## src/rtl/mem_dump_ctrl.sv

```systemverilog
// -----------------------------------------------------------------------------
// mem_dump_ctrl
//
// Walks a word-addressed memory from address 0 to N_ADDRESS-1 through its
// debug read port and streams every word out as four bytes, least
// significant byte first, over a valid/ready byte interface.
//
// Ports
//   i_clk       : clock, all state changes on the rising edge
//   i_rst       : asynchronous active-high reset
//   i_start     : dump request, only looked at while idle
//   i_d_r_data  : memory read data, valid one cycle after o_d_en
//   o_d_en      : memory read enable (one cycle per word)
//   o_d_addr    : memory read address (the current word address)
//   o_tx_data   : byte offered to the transmitter
//   o_tx_valid  : o_tx_data is valid
//   i_tx_ready  : transmitter accepts o_tx_data on this edge when valid
//   o_busy      : a dump is in progress
//   o_done      : single-cycle pulse when the last byte has been accepted
// -----------------------------------------------------------------------------
module mem_dump_ctrl #(
  parameter int NB_DATA    = 32,
  parameter int N_ADDRESS  = 32,
  parameter int NB_ADDRESS = $clog2(N_ADDRESS)
) (
  input  logic                  i_clk,
  input  logic                  i_rst,
  input  logic                  i_start,
  input  logic [NB_DATA-1:0]    i_d_r_data,
  output logic                  o_d_en,
  output logic [NB_ADDRESS-1:0] o_d_addr,
  output logic [7:0]            o_tx_data,
  output logic                  o_tx_valid,
  input  logic                  i_tx_ready,
  output logic                  o_busy,
  output logic                  o_done
);

  typedef enum logic [1:0] {
    IDLE = 2'd0,
    REQ  = 2'd1,
    SEND = 2'd2,
    DONE = 2'd3
  } state_t;

  localparam logic [NB_ADDRESS-1:0] LAST_ADDR = NB_ADDRESS'(N_ADDRESS - 1);

  state_t                  state_reg, state_next;
  logic [NB_ADDRESS-1:0]   addr_reg,  addr_next;
  logic [1:0]              cnt_reg,   cnt_next;
  logic [NB_DATA-1:0]      word_reg,  word_next;

  // Byte lanes of the captured word, lane 0 is the first one sent.
  logic [7:0] word_bytes [4];

  genvar gi;
  generate
    for (gi = 0; gi < 4; gi++) begin : g_bytes
      assign word_bytes[gi] = word_reg[gi*8 +: 8];
    end
  endgenerate

  // State registers; reset acts immediately so every output (all of which
  // are decoded from these registers) drops to zero without a clock edge.
  always_ff @(posedge i_clk or posedge i_rst) begin
    if (i_rst) begin
      state_reg <= IDLE;
      addr_reg  <= '0;
      cnt_reg   <= '0;
      word_reg  <= '0;
    end else begin
      state_reg <= state_next;
      addr_reg  <= addr_next;
      cnt_reg   <= cnt_next;
      word_reg  <= word_next;
    end
  end

  always_comb begin
    state_next = state_reg;
    addr_next  = addr_reg;
    cnt_next   = cnt_reg;
    word_next  = word_reg;

    case (state_reg)
      IDLE: begin
        if (i_start) begin
          addr_next  = '0;
          state_next = REQ;
        end
      end

      // The memory registers its data on the falling edge inside this
      // cycle, so it is already stable at the closing rising edge.
      REQ: begin
        word_next  = i_d_r_data;
        cnt_next   = '0;
        state_next = SEND;
      end

      SEND: begin
        if (i_tx_ready) begin
          if (cnt_reg != 2'd3) begin
            cnt_next = cnt_reg + 2'd1;
          end else if (addr_reg == LAST_ADDR) begin
            // Last word finished: the address stays put, it never wraps.
            state_next = DONE;
          end else begin
            addr_next  = addr_reg + 1'b1;
            state_next = REQ;
          end
        end
      end

      DONE: begin
        state_next = IDLE;
      end

      default: begin
        state_next = IDLE;
      end
    endcase
  end

  always_comb begin
    o_d_en     = (state_reg == REQ);
    o_d_addr   = addr_reg;
    o_tx_valid = (state_reg == SEND);
    o_tx_data  = (state_reg == SEND) ? word_bytes[cnt_reg] : 8'd0;
    o_busy     = (state_reg != IDLE);
    o_done     = (state_reg == DONE);
  end

endmodule

```

## config.mk

```make
export PLATFORM = sky130hd
export DESIGN_NAME = mem_dump_ctrl
export DESIGN_NICKNAME = d
export VERILOG_FILES = /design/src/rtl/mem_dump_ctrl.sv
export SDC_FILE = /design/constraint.sdc
export NUM_CORES = 1
export LEC_CHECK = 0
export BUFFER_PORTS_ARGS = -buffer_cell sky130_fd_sc_hd__buf_2
export CAP_MARGIN = 20
export CORE_MARGIN = 2
export CORE_UTILIZATION = 25
export CTS_CLUSTER_DIAMETER = 150
export DETAILED_ROUTE_END_ITERATION = 8
export SETUP_SLACK_MARGIN = 0.02
export SYNTH_ARGS = -nofsm -noshare
export SYNTH_HDL_FRONTEND = slang
export SYNTH_SLANG_ARGS = --single-unit
export TNS_END_PERCENT = 10
```

## constraint.sdc

```tcl
create_clock -name i_clk -period 3.4 [get_ports i_clk]
set_input_delay 0.51 -clock i_clk [delete_from_list [all_inputs] [get_ports i_clk]]
set_output_delay 0.51 -clock i_clk [all_outputs]
set_load 0.1 [all_outputs]
```

After elaboration in Yosys (flattened, before gate mapping)

Index checks and enable logic that the tools add are counted.

Output and inout bits: 17
Bits in latches: 0
Memory bits (writable): 0
Register bits after elaboration: 41
Input bits: 36
ROM bits: 0
Memories kept: 0

$add $sub $neg: 2
Eq/ne operators: 10
Muxes and demuxes: 17
$lt $le $gt $ge: 1
Shift operators: 0
$mul: 0
Reductions and logical operators: 7
Bitwise gates (word level): 1
Div/mod/pow operators: 0

Operators by type and width:

| operator                                              | count |
|---|---|
| two-way mux 8 bit                                     | 3 |
| two-way mux 5 bit                                     | 4 |
| binary-select mux 8 bit (select 2 bit)                | 1 |
| two-way mux 2 bit                                     | 6 |
| one-hot mux 5 bit (2 select lines)                    | 1 |
| inequality test 2 bit, second input constant          | 4 |
| one-hot mux 2 bit (4 select lines)                    | 1 |
| AND reduction 3 bit                                   | 2 |
| nonzero test 2 bit                                    | 3 |
| adder 5 x 1 -> 5 bit, second input constant           | 1 |
| == test 5 bit, second input constant                  | 1 |
| AND reduction 5 bit                                   | 1 |
| == test 2 bit, second input constant                  | 2 |
| inequality test 2 x 1 -> 1 bit, second input constant | 2 |
| one-hot mux 2 bit (2 select lines)                    | 1 |
| >= comparator 3 bit, second input constant            | 1 |
| NOT 2 -> 3 bit                                        | 1 |
| adder 2 x 1 -> 2 bit, second input constant           | 1 |
| == test 2 x 1 -> 1 bit, second input constant         | 1 |
| logical NOT 2 bit                                     | 1 |

Logic depth before layout (Yosys ltp)

Depth after elaboration: 5
Depth in mapped cells: 6
Gate-level depth less buffers: 6

Least setup slack after synthesis

OpenSTA, ideal clock, no wires.

Kind: flip-flop to output port
Start point: register cnt_reg[0]
End point: output port o_tx_data[0]
Data required time: 2.890 ns
Stages on the path, launching flop included: 4
Slack: 0.638 ns
Buffers on the path: 1
Arrival: 2.252 ns
Cells stage by stage: dfrtp_1 > buf_4 > mux4_2 > nor2b_1

Longest elaborated chain between the ends: 5

Ends and longest elaborated chain:

| element                                               | line | text |
|---|---|---|
| start, declared                                       | 50   | `logic [1:0] cnt_reg, cnt_next;` |
| start signal, assigned                                | 74   | `cnt_reg <= cnt_next;` |
| NOT 2 -> 3 bit (implied by the code)                  | 129  | `o_tx_data = (state_reg == SEND) ? word_bytes[cnt_reg] : 8'd0;` |
| binary-select mux 8 bit (select 2 bit)                | 129  |  |
| two-way mux 8 bit (implied by the code) (2 in series) | 129  |  |
| two-way mux 8 bit                                     | 129  |  |
| end, declared                                         | 32   | `output logic [7:0] o_tx_data,` |

No other way between the ends. The select of a mux whose other input is x is not followed.

Worst setup path after layout

Start point: register state_reg[1]
End point: output port o_tx_data[2]

Longest elaborated chain between the ends: 2

Ends and longest elaborated chain:

| element                | line | text |
|---|---|---|
| start, declared        | 48   | `state_t state_reg, state_next;` |
| start signal, assigned | 72   | `state_reg <= state_next;` |
| == test 2 bit          | 129  |  |
| two-way mux 8 bit      | 129  |  |

No other way between the ends.

==> summary.txt <==
Run status
  – Run status: complete, no violations

Setup path
  – WP data arrival: 2.14 ns
  – R2R Setup Slk: 1.31 ns
  – CP Data Required Time: 2.89 ns
  – CP top delay family: simple AND/OR/NAND/NOR gates
  – Buffers & Inverters on Critical Path: 1
  – CP max stage delay: 0.69 ns
  – Crit path cell chain: nand2b_1, nor2b_1, buf_2
  – CP Class: register to output pin
  – Crit-path slowest cell: dfrtp_1
  – Crit-path max FO: 18
  – CP Launch Type: register
  – Worst setup EP type: output pin

Logic synthesis
  – Share of the synthesized area in the top cell type: 51.7%
  – Syn_nets: 185
  – Mean post-synth cell area: 13.6 um2
  – EDFF count, synth: 0
  – Cell taking the most area after synthesis: dfrtp_1
  – Cell count after synthesis: 146
  – Asr flop ratio synth: 100%
  – Cell variety after synth: 31
  – Post-Synthesis Cell Area: 1990 um2
  – Sequential share of the synthesized area: 51.7%
  – #FFs+latches synth: 41
  – Main synth FF type: dfrtp_1
  – Top post-synthesis cells by area: dfrtp_1 (52%), mux2_1 (18%), mux4_2 (9.1%)
  – Synth Warn #: 0

Placed design
  – GPL Wtd Cong: 0.753
  – Number of cells after detailed placement: 292
  – DP HPWL: 2840 um
  – Number of port buffers: 52

Final layout
  – Synth-to-Final Area Change: 23.6%
  – Nets: 236
  – Layout cell share with drive strength beyond 1: 37.4%
  – Final cell count without fillers: 300
  – Final core occ: 31.8%
  – Max reg flops: 32
  – N_diodes: 0
  – Layout fillers: 793

STA
  – Final setup viols: 0
  – Slew Limit Fails: 0
  – Final Hold Vio Count: 0
  – Worst clock skew: 0.00636 ns
  – RSZ-0062 raised after global routing: false
  – FMAX: 377 MHz
  – Worst Max-Slew Pin Slew: 0.691 ns
  – Final period util: 77.9%
  – Crit path time final: 2.65 ns
  – Setup TNS: 0 ns
  – Rel. slew slack: 54.0%

Drt
  – Drt wl/cell: 13.7 um
  – Initial DRC count: 47
  – Final antenna-violating net count: 0
  – Vias per cell: 4.48
  – Final wirelength: 4100 um
  – Vias: 1343
  – DR pass1 iterations: 4
  – Residual DRC: 0

Clocking
  – Reg clk slew, reported paths: 0.08 ns
  – CTS tree: yes
  – Postcts setup bufs: 0
  – Clk_lat worst skew: 0.30 ns
  – Number of gates resized after cts: 0
  – CTS root buf: clkbuf_8
  – CTS H-tree depth: 2
  – Cts hold-fix bufs: 0
  – Clk buf depth: 2
  – CTS Buf Count: 5
  – Clock sinks: 41

Power and ir drop
  – VDD IR-drop max: 480 uV
  – Power Density: 1030 nW/um2
  – Lkg Pwr: 1.12 nW

Floorplan
  – Boundary pin count: 53
  – Core area: 7730 um2
  – Die Y: 93.1 um
  – Die ar.: 8670 um2
  – Initial core utilization: 25.7%
  – Die width: 93.1 um
  – Core Rows: 32

Flow run
  – Max-cap violations: 0

Global route
  – Total congestion overflow: 0
  – First-pass GRT wire length: 7040 um
  – Vias in the first global route: 1454
  – Tot GR Track Use: 10.5%
  – Initial antenna violation count: 0
  – Largest net degree at the start of global routing: 42

Min path
  – Worst hold path class: input port to async pin
## cell usage in the layout, fill, tap and decap left out, drive strengths merged, types with 2 or more instances in the layout
cell type / netlist / final
a22o: 2 / 2
buf: 7 / 54
clkbuf: 3 / 5
clkinv: 0 / 2
dfrtp: 41 / 41
ha: 3 / 3
inv: 3 / 2
mux2: 32 / 32
mux4: 8 / 8
nand2: 6 / 6
nand2b: 2 / 2
nand3: 10 / 10
nand3b: 2 / 2
nand4b: 3 / 3
nor2b: 9 / 9
o21bai: 2 / 2
## cells in the mapped netlist, types with 2 or more instances
library cell and n:
inv_1 2, nand3_1 10, dfrtp_1 41, a22o_1 2
ha_1 3, buf_4 4, nand2b_1 2, nand2_1 6
buf_2 3, clkbuf_1 3, nor2b_1 9, mux2_1 32
o21bai_1 2, mux4_2 8, nand4b_1 3
## layout make-up
cell class,count,area (um2),area share (%)
inverters,3,11.3,0.459
clock inverters,3,46.3,1.89
flip-flops and latches,41,1030,41.8
clock buffers,5,68.8,2.80
well taps,102,128,5.20
repair buffers,54,275,11.2
multi-input cells,92,900,36.6
## per-stage QoR
step	power, mW	hold slack, ns	instance area (um2)	worst slack [ns]
2_1_floorplan	1.94	0.452	1990	0.638
3_3_place_gp	2.14	0.463	2340	1.01
3_5_place_dp	2.16	0.471	2340	0.996
4_1_cts	2.57	0.341	2450	0.651
5_1_grt	2.70	0.370	2450	0.507
6_report	2.53	0.327	2450	0.751
## report_power, final
part	total, mW	internal (mW)	switching (mW)
sequential	0.899	0.708	0.191
combinational	1.23	0.428	0.802
clock	0.401	0.220	0.182
## metal layers
layer  up-vias  wire length (um)  GRT usage, %
met1       659              1850          13.8
met5         -                 0             0
met3         7               286          3.38
li1        634                 -             -
met4         0                55          3.31
met2        43              1910          16.6
## cells by family (layout without fill, tap and decap cells)
| family | after synthesis | in the layout | share of synthesized area, % |
|---|---|---|---|
| buf+inv | 13 | 65 | 3.40 |
| flops | 41 | 41 | 51.7 |
| fa+ha+maj | 3 | 3 | 1.89 |
| simple gates | 39 | 39 | 12.2 |
| mux | 40 | 40 | 27.2 |
| compound gates | 10 | 10 | 3.65 |
## path summary, 6_finish.rpt
kind / from / to / cells after the start
worst max-delay path: state_reg[1]$_DFFE_PP0P_ / o_tx_data[2] / 3
worst min-delay path: i_rst / state_reg[0]$_DFFE_PP0P_ / 3
worst max register to register: cnt_reg[0]$_DFFE_PP0P_ / o_d_addr[3]$_DFFE_PP0P_ / 4
worst min register to register: word_reg[23]$_DFFE_PP0N_ / word_reg[23]$_DFFE_PP0N_ / 1
max in group asynchronous: i_rst / word_reg[9]$_DFFE_PP0N_ / 3
min in group i_clk: i_d_r_data[17] / word_reg[17]$_DFFE_PP0N_ / 2
## tightest hold or removal path: stages
cell and delay, ns:
buf_2 0.10, clkinv_1 0.03, buf_4 0.43
(Power assumes the default switching activity.)
